<file path="src/rtl/axi4_inner_write_arbiter_pkg.sv">
// Shared constants for the two-requester inner write-channel arbiter.
// State encoding and requester vector type used by the arbiter and its bus.
package axi4_inner_write_arbiter_pkg;

    localparam int NumRequesters = 2;

    localparam logic [1:0] ST_IDLE = 2'b00;
    localparam logic [1:0] ST_ADDR = 2'b01;
    localparam logic [1:0] ST_DATA = 2'b10;

    typedef logic [NumRequesters-1:0] req_vec_t;

endpackage

</file>
<file path="src/rtl/axi4_inner_write_arbiter_if.sv">
// Requester, inner-interface and status signals of the write arbiter.
// master is the arbiter's view, slave is the surrounding fabric's view.
interface axi4_inner_write_arbiter_if #(
    parameter int AddressWidth       = 32,
    parameter int DataWidth          = 32,
    parameter int InnerIFLengthWidth = 16
);
    import axi4_inner_write_arbiter_pkg::*;

    logic [AddressWidth-1:0]       S0_AWADDR,  S1_AWADDR;
    logic [InnerIFLengthWidth-1:0] S0_AWLEN,   S1_AWLEN;
    logic                          S0_AWVALID, S1_AWVALID;
    logic                          S0_AWREADY, S1_AWREADY;
    logic [DataWidth-1:0]          S0_WDATA,   S1_WDATA;
    logic                          S0_WLAST,   S1_WLAST;
    logic                          S0_WVALID,  S1_WVALID;
    logic                          S0_WREADY,  S1_WREADY;

    logic [AddressWidth-1:0]       M_AWADDR;
    logic [InnerIFLengthWidth-1:0] M_AWLEN;
    logic                          M_AWVALID;
    logic                          M_AWREADY;
    logic [DataWidth-1:0]          M_WDATA;
    logic                          M_WLAST;
    logic                          M_WVALID;
    logic                          M_WREADY;

    req_vec_t                      oGrant;
    logic                          oLengthError;

    modport master (
        input  S0_AWADDR, S1_AWADDR, S0_AWLEN, S1_AWLEN,
        input  S0_AWVALID, S1_AWVALID,
        output S0_AWREADY, S1_AWREADY,
        input  S0_WDATA, S1_WDATA, S0_WLAST, S1_WLAST,
        input  S0_WVALID, S1_WVALID,
        output S0_WREADY, S1_WREADY,
        output M_AWADDR, M_AWLEN, M_AWVALID,
        input  M_AWREADY,
        output M_WDATA, M_WLAST, M_WVALID,
        input  M_WREADY,
        output oGrant, oLengthError
    );

    modport slave (
        output S0_AWADDR, S1_AWADDR, S0_AWLEN, S1_AWLEN,
        output S0_AWVALID, S1_AWVALID,
        input  S0_AWREADY, S1_AWREADY,
        output S0_WDATA, S1_WDATA, S0_WLAST, S1_WLAST,
        output S0_WVALID, S1_WVALID,
        input  S0_WREADY, S1_WREADY,
        input  M_AWADDR, M_AWLEN, M_AWVALID,
        output M_AWREADY,
        input  M_WDATA, M_WLAST, M_WVALID,
        output M_WREADY,
        input  oGrant, oLengthError
    );

endinterface

</file>
<file path="src/rtl/axi4_inner_write_arbiter_rr.sv">
// Two-way round-robin pick: the requester not served last wins a tie.
// The pointer moves only when the caller commits the grant via advance.
module rr_arbiter_2
    import axi4_inner_write_arbiter_pkg::*;
(
    input  logic     iClock,
    input  logic     iReset,
    input  req_vec_t request,
    input  logic     advance,
    output req_vec_t grant
);

    // Set when requester 1 was served last; reset favours requester 0.
    logic r_last_one;

    always_ff @(posedge iClock) begin
        if (iReset) begin
            r_last_one <= 1'b1;
        end else if (advance) begin
            r_last_one <= grant[1];
        end
    end

    always_comb begin
        grant = request;
        if (request == 2'b11) begin
            grant = r_last_one ? 2'b01 : 2'b10;
        end
    end

endmodule

</file>
<file path="src/rtl/axi4_inner_write_arbiter.sv">
// Arbitrates two burst requesters onto one inner write command/data port.
// Bursts end on WLAST or on the last counted beat, whichever comes first.
module axi4_inner_write_arbiter
    import axi4_inner_write_arbiter_pkg::*;
#(
    parameter int AddressWidth       = 32,
    parameter int DataWidth          = 32,
    parameter int InnerIFLengthWidth = 16
) (
    input logic                        iClock,
    input logic                        iReset,
    axi4_inner_write_arbiter_if.master bus
);

    logic [1:0]                    r_state;
    req_vec_t                      r_grant;
    logic [InnerIFLengthWidth-1:0] r_count;

    req_vec_t                      w_request;
    req_vec_t                      w_rr_grant;
    logic                          w_sel;
    logic                          w_in_addr;
    logic                          w_in_data;
    logic [AddressWidth-1:0]       w_awaddr;
    logic [InnerIFLengthWidth-1:0] w_awlen;
    logic                          w_awvalid;
    logic [DataWidth-1:0]          w_wdata;
    logic                          w_wlast;
    logic                          w_wvalid;
    logic                          w_aw_hs;
    logic                          w_w_hs;
    logic                          w_cnt_zero;
    logic                          w_burst_end;
    logic                          w_regrant;

    assign w_request = {bus.S1_AWVALID, bus.S0_AWVALID};
    assign w_sel     = r_grant[1];
    assign w_in_addr = (r_state == ST_ADDR);
    assign w_in_data = (r_state == ST_DATA);

    assign w_awaddr  = w_sel ? bus.S1_AWADDR  : bus.S0_AWADDR;
    assign w_awlen   = w_sel ? bus.S1_AWLEN   : bus.S0_AWLEN;
    assign w_awvalid = w_sel ? bus.S1_AWVALID : bus.S0_AWVALID;
    assign w_wdata   = w_sel ? bus.S1_WDATA   : bus.S0_WDATA;
    assign w_wlast   = w_sel ? bus.S1_WLAST   : bus.S0_WLAST;
    assign w_wvalid  = w_sel ? bus.S1_WVALID  : bus.S0_WVALID;

    assign w_aw_hs     = w_in_addr && w_awvalid && bus.M_AWREADY;
    assign w_w_hs      = w_in_data && w_wvalid && bus.M_WREADY;
    assign w_cnt_zero  = (r_count == '0);
    assign w_burst_end = w_w_hs && (w_wlast || w_cnt_zero);
    assign w_regrant   = ((r_state == ST_IDLE) || w_burst_end)
                      && (w_request != '0);

    rr_arbiter_2 u_rr (
        .iClock  (iClock),
        .iReset  (iReset),
        .request (w_request),
        .advance (w_regrant),
        .grant   (w_rr_grant)
    );

    always_ff @(posedge iClock) begin
        if (iReset) begin
            r_state <= ST_IDLE;
            r_grant <= '0;
            r_count <= '0;
        end else begin
            case (r_state)
                ST_IDLE: begin
                    if (w_regrant) begin
                        r_state <= ST_ADDR;
                        r_grant <= w_rr_grant;
                    end
                end
                ST_ADDR: begin
                    if (w_aw_hs) begin
                        r_state <= ST_DATA;
                        r_count <= w_awlen;
                    end
                end
                ST_DATA: begin
                    if (w_w_hs) begin
                        r_count <= r_count - 1'b1;
                    end
                    // No pending command leaves w_rr_grant at zero.
                    if (w_burst_end) begin
                        r_state <= w_regrant ? ST_ADDR : ST_IDLE;
                        r_grant <= w_rr_grant;
                    end
                end
                default: begin
                    r_state <= ST_IDLE;
                    r_grant <= '0;
                end
            endcase
        end
    end

    assign bus.M_AWADDR  = w_awaddr;
    assign bus.M_AWLEN   = w_awlen;
    assign bus.M_AWVALID = w_in_addr && w_awvalid;
    assign bus.M_WDATA   = w_wdata;
    assign bus.M_WLAST   = w_in_data && (w_wlast || w_cnt_zero);
    assign bus.M_WVALID  = w_in_data && w_wvalid;

    assign bus.S0_AWREADY = w_in_addr && r_grant[0] && bus.M_AWREADY;
    assign bus.S1_AWREADY = w_in_addr && r_grant[1] && bus.M_AWREADY;
    assign bus.S0_WREADY  = w_in_data && r_grant[0] && bus.M_WREADY;
    assign bus.S1_WREADY  = w_in_data && r_grant[1] && bus.M_WREADY;

    assign bus.oGrant       = r_grant;
    assign bus.oLengthError = w_burst_end && (w_wlast != w_cnt_zero);

endmodule

</file>
<file path="src/flat_wrapper.sv">
// flat-port wrapper written by rule: the top's interface ports become plain ports
module axi4_inner_write_arbiter_flat import axi4_inner_write_arbiter_pkg::*;
#(
    parameter int AddressWidth       = 32,
    parameter int DataWidth          = 32,
    parameter int InnerIFLengthWidth = 16
)
  (iClock, iReset, bus_S0_AWADDR, bus_S1_AWADDR, bus_S0_AWLEN, bus_S1_AWLEN, bus_S0_AWVALID, bus_S1_AWVALID, bus_S0_AWREADY, bus_S1_AWREADY, bus_S0_WDATA, bus_S1_WDATA, bus_S0_WLAST, bus_S1_WLAST, bus_S0_WVALID, bus_S1_WVALID, bus_S0_WREADY, bus_S1_WREADY, bus_M_AWADDR, bus_M_AWLEN, bus_M_AWVALID, bus_M_AWREADY, bus_M_WDATA, bus_M_WLAST, bus_M_WVALID, bus_M_WREADY, bus_oGrant, bus_oLengthError);
  axi4_inner_write_arbiter_if #(.AddressWidth(AddressWidth), .DataWidth(DataWidth), .InnerIFLengthWidth(InnerIFLengthWidth)) bus_i ();
  input logic iClock;
  input logic iReset;
  input wire logic [$bits(bus_i.S0_AWADDR)-1:0] bus_S0_AWADDR;
  input wire logic [$bits(bus_i.S1_AWADDR)-1:0] bus_S1_AWADDR;
  input wire logic [$bits(bus_i.S0_AWLEN)-1:0] bus_S0_AWLEN;
  input wire logic [$bits(bus_i.S1_AWLEN)-1:0] bus_S1_AWLEN;
  input wire logic [$bits(bus_i.S0_AWVALID)-1:0] bus_S0_AWVALID;
  input wire logic [$bits(bus_i.S1_AWVALID)-1:0] bus_S1_AWVALID;
  output wire logic [$bits(bus_i.S0_AWREADY)-1:0] bus_S0_AWREADY;
  output wire logic [$bits(bus_i.S1_AWREADY)-1:0] bus_S1_AWREADY;
  input wire logic [$bits(bus_i.S0_WDATA)-1:0] bus_S0_WDATA;
  input wire logic [$bits(bus_i.S1_WDATA)-1:0] bus_S1_WDATA;
  input wire logic [$bits(bus_i.S0_WLAST)-1:0] bus_S0_WLAST;
  input wire logic [$bits(bus_i.S1_WLAST)-1:0] bus_S1_WLAST;
  input wire logic [$bits(bus_i.S0_WVALID)-1:0] bus_S0_WVALID;
  input wire logic [$bits(bus_i.S1_WVALID)-1:0] bus_S1_WVALID;
  output wire logic [$bits(bus_i.S0_WREADY)-1:0] bus_S0_WREADY;
  output wire logic [$bits(bus_i.S1_WREADY)-1:0] bus_S1_WREADY;
  output wire logic [$bits(bus_i.M_AWADDR)-1:0] bus_M_AWADDR;
  output wire logic [$bits(bus_i.M_AWLEN)-1:0] bus_M_AWLEN;
  output wire logic [$bits(bus_i.M_AWVALID)-1:0] bus_M_AWVALID;
  input wire logic [$bits(bus_i.M_AWREADY)-1:0] bus_M_AWREADY;
  output wire logic [$bits(bus_i.M_WDATA)-1:0] bus_M_WDATA;
  output wire logic [$bits(bus_i.M_WLAST)-1:0] bus_M_WLAST;
  output wire logic [$bits(bus_i.M_WVALID)-1:0] bus_M_WVALID;
  input wire logic [$bits(bus_i.M_WREADY)-1:0] bus_M_WREADY;
  output wire logic [$bits(bus_i.oGrant)-1:0] bus_oGrant;
  output wire logic [$bits(bus_i.oLengthError)-1:0] bus_oLengthError;
  assign bus_i.S0_AWADDR = bus_S0_AWADDR;
  assign bus_i.S1_AWADDR = bus_S1_AWADDR;
  assign bus_i.S0_AWLEN = bus_S0_AWLEN;
  assign bus_i.S1_AWLEN = bus_S1_AWLEN;
  assign bus_i.S0_AWVALID = bus_S0_AWVALID;
  assign bus_i.S1_AWVALID = bus_S1_AWVALID;
  assign bus_S0_AWREADY = bus_i.S0_AWREADY;
  assign bus_S1_AWREADY = bus_i.S1_AWREADY;
  assign bus_i.S0_WDATA = bus_S0_WDATA;
  assign bus_i.S1_WDATA = bus_S1_WDATA;
  assign bus_i.S0_WLAST = bus_S0_WLAST;
  assign bus_i.S1_WLAST = bus_S1_WLAST;
  assign bus_i.S0_WVALID = bus_S0_WVALID;
  assign bus_i.S1_WVALID = bus_S1_WVALID;
  assign bus_S0_WREADY = bus_i.S0_WREADY;
  assign bus_S1_WREADY = bus_i.S1_WREADY;
  assign bus_M_AWADDR = bus_i.M_AWADDR;
  assign bus_M_AWLEN = bus_i.M_AWLEN;
  assign bus_M_AWVALID = bus_i.M_AWVALID;
  assign bus_i.M_AWREADY = bus_M_AWREADY;
  assign bus_M_WDATA = bus_i.M_WDATA;
  assign bus_M_WLAST = bus_i.M_WLAST;
  assign bus_M_WVALID = bus_i.M_WVALID;
  assign bus_i.M_WREADY = bus_M_WREADY;
  assign bus_oGrant = bus_i.oGrant;
  assign bus_oLengthError = bus_i.oLengthError;
  axi4_inner_write_arbiter #(.AddressWidth(AddressWidth), .DataWidth(DataWidth), .InnerIFLengthWidth(InnerIFLengthWidth)) u_core (.iClock(iClock), .iReset(iReset), .bus(bus_i));
endmodule
</file>
<file path="config.mk">
export PLATFORM = sky130hd
export DESIGN_NAME = axi4_inner_write_arbiter_flat
export DESIGN_NICKNAME = d
export VERILOG_FILES = /design/src/rtl/axi4_inner_write_arbiter_pkg.sv /design/src/rtl/axi4_inner_write_arbiter_if.sv /design/src/rtl/axi4_inner_write_arbiter_rr.sv /design/src/rtl/axi4_inner_write_arbiter.sv /design/src/flat_wrapper.sv
export SDC_FILE = /design/constraint.sdc
export NUM_CORES = 1
export LEC_CHECK = 0
export CORE_AREA = 4 4 99 101
export DETAILED_ROUTE_END_ITERATION = 8
export DIE_AREA = 0 0 103 105
export PLACE_DENSITY = 0.77
export SLEW_MARGIN = 20
export SYNTH_ARGS = -nofsm -noshare
export SYNTH_HDL_FRONTEND = slang
export SYNTH_SLANG_ARGS = --single-unit
</file>
<file path="constraint.sdc">
create_clock -name iClock -period 4.3 [get_ports iClock]
set_input_delay 1.075 -clock iClock [delete_from_list [all_inputs] [get_ports iClock]]
set_output_delay 1.075 -clock iClock [all_outputs]
set_load 0.02 [all_outputs]
</file>
# [After elaboration in Yosys (flattened, before gate mapping)]
# Cells that the tools add are included.
[op_classes] addsub=1 n_eq_ne=8 muxes=19 bitwise=1 n_reduce_logical=25
[ops] operator="$mux W32" count=2
[ops] operator="$mux W16" count=3
[ops] operator="$pmux W16 S2" count=1
[ops] operator="$logic_and A1 B1 Y1" count=16
[ops] operator="$logic_not A16 Y1" count=1
[ops] operator="$sub A16 B1 Y16 const B" count=1
[ops] operator="$mux W2" count=7
[ops] operator="$pmux W2 S3" count=2
[ops] operator="$reduce_and A3 Y1" count=3
[ops] operator="$ne A2 B2 Y1 const B" count=3
[ops] operator="$eq A2 B2 Y1 const B" count=2
[ops] operator="$mux W1" count=4
[ops] operator="$reduce_bool A2 Y1" count=2
[ops] operator="$eq A2 B1 Y1 const B" count=1
[ops] operator="$logic_not A2 Y1" count=1
[ops] operator="$logic_or A1 B1 Y1" count=2
[ops] operator="$ne A2 B1 Y1 const B" count=1
[ops] operator="$ne A1 B1 Y1" count=1
[ops] operator="$not A1 Y1" count=1
[word_totals] regBits=21 input_bits=170 output_inout_bits=90 wordCells=58

# [Logic depth before layout (Yosys ltp)]
# Gate-level depths: netlist of the first run.
[depth] word_depth=9 depth_mapped=10 depth_no_buf=9

# [Hierarchy]
# Synthesis of the first run repeated with hierarchy kept, for this count alone.
[unflattened] hier_cells=276 hier_area_um2=2404.8
[modules_own_cells] module="axi4_inner_write_arbiter" n_inst=1 cells_per_inst=270 area_each_um2=2351.0 seq_area_each_um2=400.4
[modules_own_cells] module="rr_arbiter_2" n_inst=1 cells_per_inst=6 area_each_um2=53.8 seq_area_each_um2=20.0

# [Worst setup path after synthesis of the first run]
# Ideal clock, no wire load.
[synth_timing] path_kind="reg-to-output" from="register u_core.r_grant[1] (netlist: u_core.bus.oGrant[1])" to="output port bus_oLengthError" arrival_ns=2.663 required_ns=3.225 path_slack_ns=0.562 path_stages_with_launch=10 path_buffers=5 path_cell_list="dfxtp_1 > buf_2 > clkbuf_1 > buf_2 > buf_2 > mux2i_1 > ha_1 > or4_1 > buf_2 > nor2_1"
[synth_via] elab_chain_cells=5 elab_cells_between_ends=8 classes_between="eq/ne (1); mux (2); reduce/logical (5)"
[synth_rtl] item="start, declared" line_no="axi4_inner_write_arbiter.sv:16" source="req_vec_t r_grant;"
[synth_rtl] item="start signal, assigned" line_no="axi4_inner_write_arbiter.sv:73" source="r_grant <= w_rr_grant;"
[synth_rtl] item="start signal, assigned" line_no="axi4_inner_write_arbiter.sv:89" source="r_grant <= w_rr_grant;"
[synth_rtl] item="$mux W1" line_no="axi4_inner_write_arbiter.sv:46" source="assign w_wvalid = w_sel ? bus.S1_WVALID : bus.S0_WVALID;"
[synth_rtl] item="$logic_and A1 B1 Y1 (2 in a row)" line_no="axi4_inner_write_arbiter.sv:49" source="assign w_w_hs = w_in_data && w_wvalid && bus.M_WREADY;"
[synth_rtl] item="$logic_and A1 B1 Y1" line_no="axi4_inner_write_arbiter.sv:51" source="assign w_burst_end = w_w_hs && (w_wlast || w_cnt_zero);"
[synth_rtl] item="$logic_and A1 B1 Y1 (*)" line_no="axi4_inner_write_arbiter.sv:113" source="assign bus.oLengthError = w_burst_end && (w_wlast != w_cnt_zero);"
[synth_rtl] item="end, declared" line_no="flat_wrapper.sv:37" source="output wire logic [$bits(bus_i.oLengthError)-1:0] bus_oLengthError;"
# Every way passes the cells marked *; elsewhere a longest branch is shown, timed or not.

# [Final worst setup path of the first run]
[layout_timing] from="register u_core.r_count[0]" to="output port bus_oLengthError"
[layout_via] elab_chain_cells=4 elab_cells_between_ends=5 classes_between="eq/ne (1); reduce/logical (4)"
[layout_rtl] item="start, declared" line_no="axi4_inner_write_arbiter.sv:17" source="logic [InnerIFLengthWidth-1:0] r_count;"
[layout_rtl] item="start signal, assigned" line_no="axi4_inner_write_arbiter.sv:79" source="r_count <= w_awlen;"
[layout_rtl] item="start signal, assigned" line_no="axi4_inner_write_arbiter.sv:84" source="r_count <= r_count - 1'b1;"
[layout_rtl] item="$logic_not A16 Y1 (*)" line_no="axi4_inner_write_arbiter.sv:50" source="assign w_cnt_zero = (r_count == '0);"
[layout_rtl] item="$logic_or A1 B1 Y1" line_no="axi4_inner_write_arbiter.sv:51"
[layout_rtl] item="$logic_and A1 B1 Y1" line_no="axi4_inner_write_arbiter.sv:51"
[layout_rtl] item="$logic_and A1 B1 Y1 (*)" line_no="axi4_inner_write_arbiter.sv:113"
# Marked as above.

==> impl_metrics.json, run 1 <==
{
  "clock.fmax_mhz": 247,
  "highest_layer": "met5",
  "dp_hpwl_um": 9370,
  "detail_route.vias_per_cell": 4.97,
  "crit_buf_inv": 3,
  "clk_latency_ps": 260,
  "cp_cell_sequence": "inv_1, ha_1, or3b_1, nor4_2, buf_4, nand2_1, ha_1, or4_1, nor2_1, dlygate4sd2_1",
  "cp-start-kind": "flip-flop",
  "area_delta_synth_final_pct": 116,
  "final_cells": 637,
  "async_flop_share_pct": 0,
  "status": "finished clean",
  "drcViolationCount": 0,
  "htree_levels": 1,
  "cp_max_fo": 5,
  "crit_top_cell": "ha_1",
  "cellLeakagePower_nw": 1.85,
  "yosysSeqAreaShare_pct": 17.7,
  "yosys_warnings": 0,
  "drt_iter0_drc": 197,
  "grt_pass1_vias": 3169,
  "dr.pass1.iters": 4,
  "placed_cell_area_mm2": 0.00507,
  "cpMaxStageDelayCell": "or4_1",
  "yosysMostFrequentCell": "mux2_2",
  "power.internal_mw": 0.644,
  "die_w_um": 103,
  "netSwitchingPower_mw": 0.345,
  "seqPwrFrac_pct": 22.7,
  "wl_met3_um": 988,
  "post-route-period-util_pct": 94.3,
  "layout.nets": 699,
  "drtAntennaViolNets": 0,
  "post_drt_wl_per_cell_um": 17.8,
  "p_total_mw": 0.989,
  "synth.top_cells.by_area": "mux2_2 (38%), dfxtp_1 (18%), a21oi_1 (3.0%)",
  "die_area_mm2": 0.0108,
  "grtUsageTotal_pct": 19.0,
  "initial_core_util_pct": 26.3,
  "grt_pass1_wl_um": 16400,
  "port_buffers": 259,
  "yosys.area.top_type": "mux2_2",
  "rsz0062_at_grt": "false",
  "slowest_delay_ps": 560,
  "p_sw_share_pct": 34.9,
  "power_frac_comb_pct": 64.2,
  "worst_slew_pin_slew_ps": 995,
  "syn_inst": 279,
  "met2_length_um": 5980,
  "synth_edf_count": 0,
  "drv_slew": 0,
  "path_clk_slew_ps": 80,
  "drive_gt1_share_pct": 18.4,
  "num_rows": 35,
  "vias": 3167,
  "clock-sinks": 21,
  "final_area_mm2": 0.00512,
  "ys_types": 51,
  "ys_seq_elements": 21,
  "min_path_type": "reg -> reg",
  "endpoint_kind": "primary output",
  "finalSetupViolCount": 0,
  "fin_skew_ps": 7.51,
  "num_io_pins": 260,
  "tritoncts": "built",
  "synth.avg_cell_area_um2": 8.50,
  "arrival_ps": 2980,
  "overflow": 0,
  "met1_length_um": 4120,
  "yosys-top-cells-count": "mux2_2 (80), dfxtp_1 (21), nor2_1 (16)",
  "antenna_found_initial": 1,
  "vdd_drop_max_mv": 0.102,
  "clock-root-buffer": "clkbuf_8",
  "worstPathRequired_ps": 3220,
  "grt_max_degree": 72,
  "core_mm2": 0.00902,
  "die_height_um": 105,
  "slew_headroom_pct": 33.2,
  "synth_top_area_share_pct": 38.0,
  "clock_power_share_pct": 13.1,
  "place.gp.congestion": 0.852,
  "worstSetupPathType": "reg -> out",
  "critPathTopFamily": "simple AND/OR/NAND/NOR gates",
  "whs_ps": 508,
  "placed_cells": 633,
  "hold_buffers": 0,
  "synth_area_mm2": 0.00237,
  "synth_flop_cell": "dfxtp_1",
  "synth_nets": 451,
  "clock_path_buffers": 2,
  "drv_cap": 0,
  "min_period_ps": 4050,
  "numCtsBuffers": 3,
  "wl_um": 11400,
  "power.density_mw_per_mm2": 193,
  "antenna_cells": 0,
  "finalSetupTns_ps": 0,
  "finalHoldViolCount": 0
}
[worst register-to-register path, delay by kind of cell (launching register included)]
family          cells  cell delay (ps)
flops               1              340
simple gates        4             1290
fa+ha+maj           2              400
buf+inv             3              430
compound gates      2              570
[routing by layer]
| metal | vias to the layer above | global-route usage, % |
|---|---|---|
| li1 | 1556 | - |
| met1 | 1453 | 20.8 |
| met2 | 133 | 35.8 |
| met3 | 23 | 3.54 |
| met4 | 2 | 5.74 |
| met5 | - | 0 |
[cell type report]
| cell class | count | area (um^2) |
|---|---|---|
| fillers | 802 | 3910 |
| repair buffers | 267 | 2660 |
| multi-input cells | 225 | 1810 |
| flip-flops and latches | 21 | 424 |
| well taps | 111 | 139 |
| clock buffers | 4 | 45.0 |
| inverters | 9 | 33.8 |
[cells by family after synthesis]
| logic type | synth area share (%) |
|---|---|
| DFF | 17.7 |
| adders and majority gates | 1.06 |
| muxes | 39.3 |
| AOI/OAI and AO/OA | 17.7 |
| and+or+nand+nor | 18.0 |
| buffers and inverters | 6.17 |
[placed cells by master, fill, tap and decap left out, types with 4 or more instances in the layout]
cell / synthesis / layout
nand3_1: 5 / 5
nand2_1: 12 / 12
nor2b_1: 4 / 4
clkdlybuf4s50_1: 0 / 258
or4_1: 4 / 4
dfxtp_1: 21 / 20
inv_1: 8 / 8
o21ai_0: 12 / 12
nand4_1: 5 / 5
o211ai_1: 5 / 5
buf_4: 0 / 7
a21oi_1: 14 / 14
and3_1: 4 / 4
nor2_1: 16 / 16
mux2_2: 80 / 80
nor3_1: 9 / 9
[power by group through the flow]
stage                     Clock, mW  Combinational [mW]  Sequential (mW)
final                         0.129               0.635            0.225
after floorplan                   0               0.303            0.221
after CTS                     0.132               0.638            0.224
after global routing          0.140               0.678            0.227
after global placement            0               0.628            0.228
after detailed placement          0               0.634            0.229
[through the flow]
step	worst slack, ps	utilization, %
after floorplan	562	-
after global placement	151	56.2
after detailed placement	124	56.2
after CTS	167	56.6
after global routing	4.63	56.7
final	245	56.7
[final timing paths]
check | start | end | slack (ps) | cells after the start
setup / recovery | u_core.r_count[0] | bus_oLengthError | 250 | 10
hold / removal | u_core.r_count[10] | u_core.r_count[10] | 510 | 2
setup reg to reg | u_core.r_count[0] | u_core.bus.oGrant[0] | 1200 | 11
hold reg to reg | u_core.r_count[10] | u_core.r_count[10] | 510 | 2
[timing repair]
action	4_1_cts	5_1_grt
setup buffers	0	0
resized for setup	1	1
pin swaps	0	0
endpoints found under the setup margin	1	1
[registers in the layout (all words and copies together) (netlist names)]
signal / cells
u_core.bus.oGrant: 2
u_core.r_count: 16
u_core.r_state: 2
u_core.u_rr.r_last_one: 1
No activity file was read; power rests on OpenSTA's default activity.
==> run 2, diff against run 1 <==
Settings changed: CORE_AREA 4 4 99 101 to 2 2 99 101, DIE_AREA 0 0 103 105 to 0 0 101 103, PLACE_DENSITY 0.77 to 0.75.
==> run 2 against run 1 <==
Setup slack got worse by 82 ps. Register-to-register slack got worse by 70 ps. Hold slack improved by 3.9 ps. Largest cell class unchanged.
==> impl_metrics.json, run 2 (synthesis results as in run 1) <==
{
  "whs_ps": 512,
  "cp_max_fo": 5,
  "clock.fmax_mhz": 242,
  "dr.pass1.iters": 4,
  "postCtsSetupBuffers": 0,
  "endpoint_kind": "primary output",
  "detail_route.vias_per_cell": 4.97,
  "wl_um": 11400,
  "grt_pass1_vias": 2856,
  "min_path_type": "reg -> reg",
  "vias": 3171,
  "mostFrequentLayoutCell": "clkdlybuf4s50_1",
  "cellLeakagePower_nw": 1.84,
  "initial_core_util_pct": 25.1,
  "grt_max_degree": 63,
  "layout.nets": 697,
  "worst_slew_pin_slew_ps": 1010,
  "drv_cap": 0,
  "clk_latency_ps": 260,
  "num_io_pins": 260,
  "fin_skew_ps": 4.16,
  "htree_levels": 1,
  "p_total_mw": 0.988,
  "drv_slew": 0,
  "final_cell_mix": "clkdlybuf4s50_1 (258), mux2_2 (80), dfxtp_1 (20)",
  "drcViolationCount": 0,
  "overflow": 0,
  "cp-start-kind": "flip-flop",
  "drive_gt1_share_pct": 18.1,
  "min_period_ps": 4140,
  "post-route-period-util_pct": 96.2,
  "die_w_um": 101,
  "drt_iter0_drc": 247,
  "clock_path_buffers": 2,
  "finalHoldViolCount": 0,
  "worstSetupPathType": "reg -> out",
  "slew_headroom_pct": 32.1,
  "vdd_drop_max_mv": 0.104,
  "tritoncts": "built",
  "num_rows": 36,
  "path_clk_slew_ps": 80,
  "area_delta_synth_final_pct": 115,
  "place.gp.congestion": 0.806,
  "core_mm2": 0.00946,
  "rsz0062_at_grt": "false",
  "drtAntennaViolNets": 0,
  "antenna_cells": 0,
  "numCtsBuffers": 3,
  "die_area_mm2": 0.0104,
  "arrival_ps": 3060,
  "antenna_found_initial": 0,
  "final_area_mm2": 0.00510,
  "clock-sinks": 21,
  "grtUsageTotal_pct": 19.0,
  "status": "finished clean",
  "port_buffers": 259,
  "die_height_um": 103,
  "largest_reg_flops": 16,
  "top_register": "u_core.r_count",
  "placed_cell_area_mm2": 0.00505,
  "fin_util_pct": 54.0,
  "power.density_mw_per_mm2": 194,
  "worstPathRequired_ps": 3220,
  "clock-root-buffer": "clkbuf_8",
  "post_drt_wl_per_cell_um": 17.8,
  "finalSetupTns_ps": 0,
  "dp_hpwl_um": 9420,
  "grt_pass1_wl_um": 15500,
  "finalSetupViolCount": 0
}
run 2: cell types whose count changed in the layout (fill, tap and decap cells not counted), sizes merged:
cell,delta
buf,-2
run 2: stage by stage:
step,worst slack [ps],std cells
2_1_floorplan,562,279
3_5_place_dp,116,634
4_1_cts,182,638
5_1_grt,16.0,638
3_3_place_gp,141,634
6_report,163,638
run 2: area by class of cell:
type	count	area, um^2
Multi-Input combinational cell	225	1810
Sequential cell	21	424
Tap cell	114	143
Clock buffer	4	45.0
Fill cell	876	4350
Inverter	9	33.8
Timing Repair Buffer	265	2650
run 2: layer usage:
layer  routed length [um]  vias up  global-route usage, %
met5                    0        -                      0
met4                  314        0                   6.44
met3                  778       21                   2.92
met2                 5870      140                   33.2
met1                 4410     1458                   23.8
li1                     -     1552                      -
run 2: path summary, 6_finish.rpt:
kind                          start                      to  slack, ps  depth (start not counted)
max               u_core.r_count[0]        bus_oLengthError        160                          9
min          u_core.u_rr.r_last_one  u_core.u_rr.r_last_one        510                          2
max reg2reg       u_core.r_count[0]    u_core.bus.oGrant[0]       1130                         10
min reg2reg  u_core.u_rr.r_last_one  u_core.u_rr.r_last_one        510                          2
run 2: where the power goes:
part / switching, mW / internal [mW] / leakage (nW)
registers: 0.0214 / 0.206 / 0.172
logic: 0.262 / 0.369 / 1.65
clock network: 0.0628 / 0.0660 / 0.0228
total: 0.346 / 0.642 / 1.84
run 2: what timing repair did:
action	CTS	global route
endpoints found under the setup margin	1	0
hold buffers	0	0
resized for setup	2	0
run 2: critical path, stage by stage (launching register included):
cell and delay, ps:
dfxtp_1 350, inv_1 80, ha_1 200, or3b_1 470
nor4_2 360, nand2_1 120, ha_1 210, or4_1 550
nor2_1 120, dlygate4sd2_1 340
==> variant 1 (settings of run 2) <==
Make the reset (`iReset`) asynchronous in 2 clocked blocks.
--- a/src/rtl/axi4_inner_write_arbiter_rr.sv
+++ b/src/rtl/axi4_inner_write_arbiter_rr.sv
@@ -13,7 +13,7 @@
     // Set when requester 1 was served last; reset favours requester 0.
     logic r_last_one;
 
-    always_ff @(posedge iClock) begin
+    always_ff @(posedge iClock or posedge iReset) begin
         if (iReset) begin
             r_last_one <= 1'b1;
         end else if (advance) begin
--- a/src/rtl/axi4_inner_write_arbiter.sv
+++ b/src/rtl/axi4_inner_write_arbiter.sv
@@ -60,7 +60,7 @@
         .grant   (w_rr_grant)
     );
 
-    always_ff @(posedge iClock) begin
+    always_ff @(posedge iClock or posedge iReset) begin
         if (iReset) begin
             r_state <= ST_IDLE;
             r_grant <= '0;
Formal check against the unedited RTL: differs if iReset is asserted again (counterexample within 4 cycles, from zero or initial values and one cycle with iReset high); with iReset held inactive, the same outputs for 4 cycles.
==> variant 1 against run 2 <==
- wire length down 8.1%
- sequential cell count unchanged
- area after synthesis increased by 3.4%
- non-clock buffer count is 3 lower
- design area up 1.2%
- core utilization grew 0.67 points
- worst setup slack improved by 0.076 ns
- fmax is 1.9% higher
- sequential share of layout area increased by 2.0 points
- highest routed layer unchanged
Power is not compared: it rests on default switching activity, and its combinational part moved more than twofold at a synthesized area within 25%.
==> variant 1: results (changes against run 2) <==
Hold Startpoint=u_core.r_count[13]; Vias/cell=4.85 (-2.4%); routed wire length per instance=17.0 µm (-4.6%); setup ws final=0.239 ns (+0.0756 ns); distinct cell type count after synthesis=53 (+3.9%); # H-tree levels=1 (unchanged); top cells by count, synth=80 x mux2_2, 20 x dfrtp_1, 14 x a21oi_1, 14 x nand2_1, 12 x buf_2; max_slew headroom=41.6% (+9.4 points); met1 Use GR=24.0% (+0.16 points); Worst Path Arrival=2.99 ns (-0.07 ns); met3 wire len=600 µm (-23%); post-DP HPWL=8670 µm (-8.0%); Setup crit start=u_core.r_count[0]; met2 wire length=5460 µm (-7.0%); fillers=870 (-0.68%); start of the worst register-to-register path=u_core.bus.oGrant[1]; max incr delay on CP=0.61 ns (+0.06 ns); GP Congestion=0.840 (+4.3%); critical path peak fanout=4 (-1); synth top area cells=mux2_2 37%, dfrtp_1 20%, a21oi_1 2.9%, buf_2 2.5%, o21ai_0 2.2%; syn nets=425 (-5.8%); ys async rst share=100% (+100 points); first-pass GRT wire length=14,900 µm (-3.7%); DR pass1 iterations=4 (unchanged); vias in the first global route=2,864 (+0.28%); layout cells sized above 1=21.2% (+3.0 points); M3 GR Usage=4.00% (+1.1 points); final net count=674 (-3.3%); DRT iter0 DRCs=148 (-40%); Setup WS pre-CTS=0.248 ns (+0.132 ns); Setup Skew=0.00462 ns (+0.000463 ns); slowest stage cell on the critical path=clkdlybuf4s50_1; register area share after synthesis=21.5% (+3.8 points); largest net degree at the start of global routing=81 (+29%); status=finished, final reports clean
-- variant 1: power breakdown --
group	switching (W)	leakage (nW)	internal (W)
Sequential	0.000151	0.241	0.000301
Combinational	0.000808	1.61	0.000926
Clock	0.0000654	0.0228	0.0000660
Total	0.00103	1.88	0.00129
-- variant 1: layout make-up --
| cell class | instances | share of cell area [%] |
|---|---|---|
| clock buffer | 4 | 0.871 |
| inverter | 5 | 0.363 |
| multi-input combinational | 209 | 34.9 |
| sequential | 21 | 10.3 |
| tap | 114 | 2.76 |
| timing repair buffer | 262 | 50.8 |
-- variant 1: logic make-up after synthesis --
logic type | share of synthesized area [%]
AO/OA/AOI/OAI | 17.6
multiplexers | 39.0
AND/OR/NAND/NOR | 15.7
flip-flops | 21.5
buffers and inverters | 5.21
adder cells (fa/ha/maj) | 1.02
-- variant 1: path summary, 6_finish.rpt --
check / endpoint / slack [ns] / cells after the start
worst min-delay path: u_core.r_count[13] / 0.53 / 1
max in group asynchronous: u_core.bus.oGrant[1] / 2.36 / 2
worst min register to register: u_core.r_count[13] / 0.53 / 1
worst max-delay path: bus_oLengthError / 0.24 / 9
worst max register to register: u_core.r_count[15] / 1.77 / 5
min in group asynchronous: u_core.r_count[1] / 1.30 / 2
-- variant 1: through the flow --
stage | power, W | cell area (µm²) | instances
6_report | 0.00232 | 5170 | 615
5_1_grt | 0.00247 | 5170 | 615
4_1_cts | 0.00234 | 5160 | 615
3_5_place_dp | 0.00220 | 5120 | 611
3_3_place_gp | 0.00216 | 5120 | 611
2_1_floorplan | 0.00149 | 2450 | 253
-- variant 1: timing repair --
| item | CTS | global route |
|---|---|---|
| hold endpoints to repair | 0 | 0 |
| setup endpoints to repair | 0 | 1 |
| gates resized for setup | 0 | 1 |
==> variant 2 (config.mk and constraints of run 2) <==
Without the edit above. `InnerIFLengthWidth` is set to 16 in 3 places; all go to 32.
--- a/src/rtl/axi4_inner_write_arbiter_if.sv
+++ b/src/rtl/axi4_inner_write_arbiter_if.sv
@@ -3,7 +3,7 @@
 interface axi4_inner_write_arbiter_if #(
     parameter int AddressWidth       = 32,
     parameter int DataWidth          = 32,
-    parameter int InnerIFLengthWidth = 16
+    parameter int InnerIFLengthWidth = 32
 );
     import axi4_inner_write_arbiter_pkg::*;
 
--- a/src/rtl/axi4_inner_write_arbiter.sv
+++ b/src/rtl/axi4_inner_write_arbiter.sv
@@ -5,7 +5,7 @@
 #(
     parameter int AddressWidth       = 32,
     parameter int DataWidth          = 32,
-    parameter int InnerIFLengthWidth = 16
+    parameter int InnerIFLengthWidth = 32
 ) (
     input logic                        iClock,
     input logic                        iReset,
--- a/src/flat_wrapper.sv
+++ b/src/flat_wrapper.sv
@@ -3,7 +3,7 @@
 #(
     parameter int AddressWidth       = 32,
     parameter int DataWidth          = 32,
-    parameter int InnerIFLengthWidth = 16
+    parameter int InnerIFLengthWidth = 32
 )
   (iClock, iReset, bus_S0_AWADDR, bus_S1_AWADDR, bus_S0_AWLEN, bus_S1_AWLEN, bus_S0_AWVALID, bus_S1_AWVALID, bus_S0_AWREADY, bus_S1_AWREADY, bus_S0_WDATA, bus_S1_WDATA, bus_S0_WLAST, bus_S1_WLAST, bus_S0_WVALID, bus_S1_WVALID, bus_S0_WREADY, bus_S1_WREADY, bus_M_AWADDR, bus_M_AWLEN, bus_M_AWVALID, bus_M_AWREADY, bus_M_WDATA, bus_M_WLAST, bus_M_WVALID, bus_M_WREADY, bus_oGrant, bus_oLengthError);
   axi4_inner_write_arbiter_if #(.AddressWidth(AddressWidth), .DataWidth(DataWidth), .InnerIFLengthWidth(InnerIFLengthWidth)) bus_i ();
Interface: changed (resized bus_M_AWLEN, bus_S0_AWLEN and bus_S1_AWLEN); port bits go from 260 to 308. No check against the original RTL was run, so the function may have changed too.
==> variant 2 against run 2 <==
- sequential cell count grew 16
- wire length grew 41%
- area after synthesis grew 50%
- worst setup slack gained 0.23 ns
- core utilization grew 18 points
- design area grew 34%
- power grew 60%
- register-to-register slack gained 0.43 ns
- synthesized cell count grew 53%
- critical endpoint is now bus_M_WLAST
==> variant 2: results (changes against run 2) <==
status=finished, final reports clean; worst skew pair latency=0.29 ns (+0.03 ns); top cells by count, synth=97 x mux2_2, 38 x nor2_1, 37 x dfxtp_1; register area=744 µm² (+76%); synth top area cells=mux2_2 31%, dfxtp_1 21%, nor2_1 4.0%, a21oi_1 3.2%, nand2_1 2.7%; max reg flops=32 (+16); LEAKAGE=2.50 nW (+36%); clock buffers=6 (+2); multi-input combinational area share=39.3% (+3.8 points); layout cells sized above 1=18.1% (about the same); Port Buf Inserts=307 (+19%); register area share after synthesis=20.8% (+3.1 points); Inst Count DP=822 (+30%); Max VDD drop=0.000181 V (+74%); syn nets=630 (+40%); routed wire length per instance=19.2 µm (+7.8%); largest net degree at the start of global routing=42 (-33%); Worst Path Arrival=2.83 ns (-0.23 ns); syn avg cell area=8.36 µm² (-1.6%); DRT iter0 DRCs=207 (-16%); Placed Area=0.00671 mm² (+33%); Setup WS pre-CTS=0.350 ns (+0.234 ns); Synth Area in Adders=0.702% (-0.35 points); GP Congestion=0.904 (+12%); DR pass1 iterations=5 (+1); # H-tree levels=2 (+1); Multi-input gate area=0.00268 mm² (+48%); initial antenna violation count=5 (+5); Slew @ Worst Pin=0.841 ns (-0.170 ns); CTS sink count=37 (+76%); Compound-Gate Fraction of Synth Area=19.3% (+1.6 points)
[variant 2: final timing paths]
kind | slack, ns | start | end | depth (start not counted)
hold reg to reg | 0.50 | u_core.r_count[19] | u_core.r_count[19] | 2
setup reg to reg | 1.56 | u_core.r_count[24] | u_core.bus.oGrant[1] | 8
hold / removal | 0.50 | u_core.r_count[19] | u_core.r_count[19] | 2
setup / recovery | 0.40 | u_core.r_count[24] | bus_M_WLAST | 7
[variant 2: power breakdown]
group / total (W) / internal [W] / leakage [nW] / switching, W
Combinational: 0.000939 / 0.000507 / 2.15 / 0.000432
Sequential: 0.000399 / 0.000364 / 0.302 / 0.0000350
Clock: 0.000238 / 0.000112 / 0.0450 / 0.000126
Total: 0.00158 / 0.000984 / 2.50 / 0.000593
[variant 2: tightest hold or removal path, stage by stage (launching register included)]
cell     delay [ns]
dfxtp_1        0.32
nand3_1        0.06
o22ai_1        0.07
[variant 2: timing repair]
action                     in CTS  in global routing
buffers inserted                0                  1
gates resized for setup         0                  4
setup endpoints to repair       0                  1
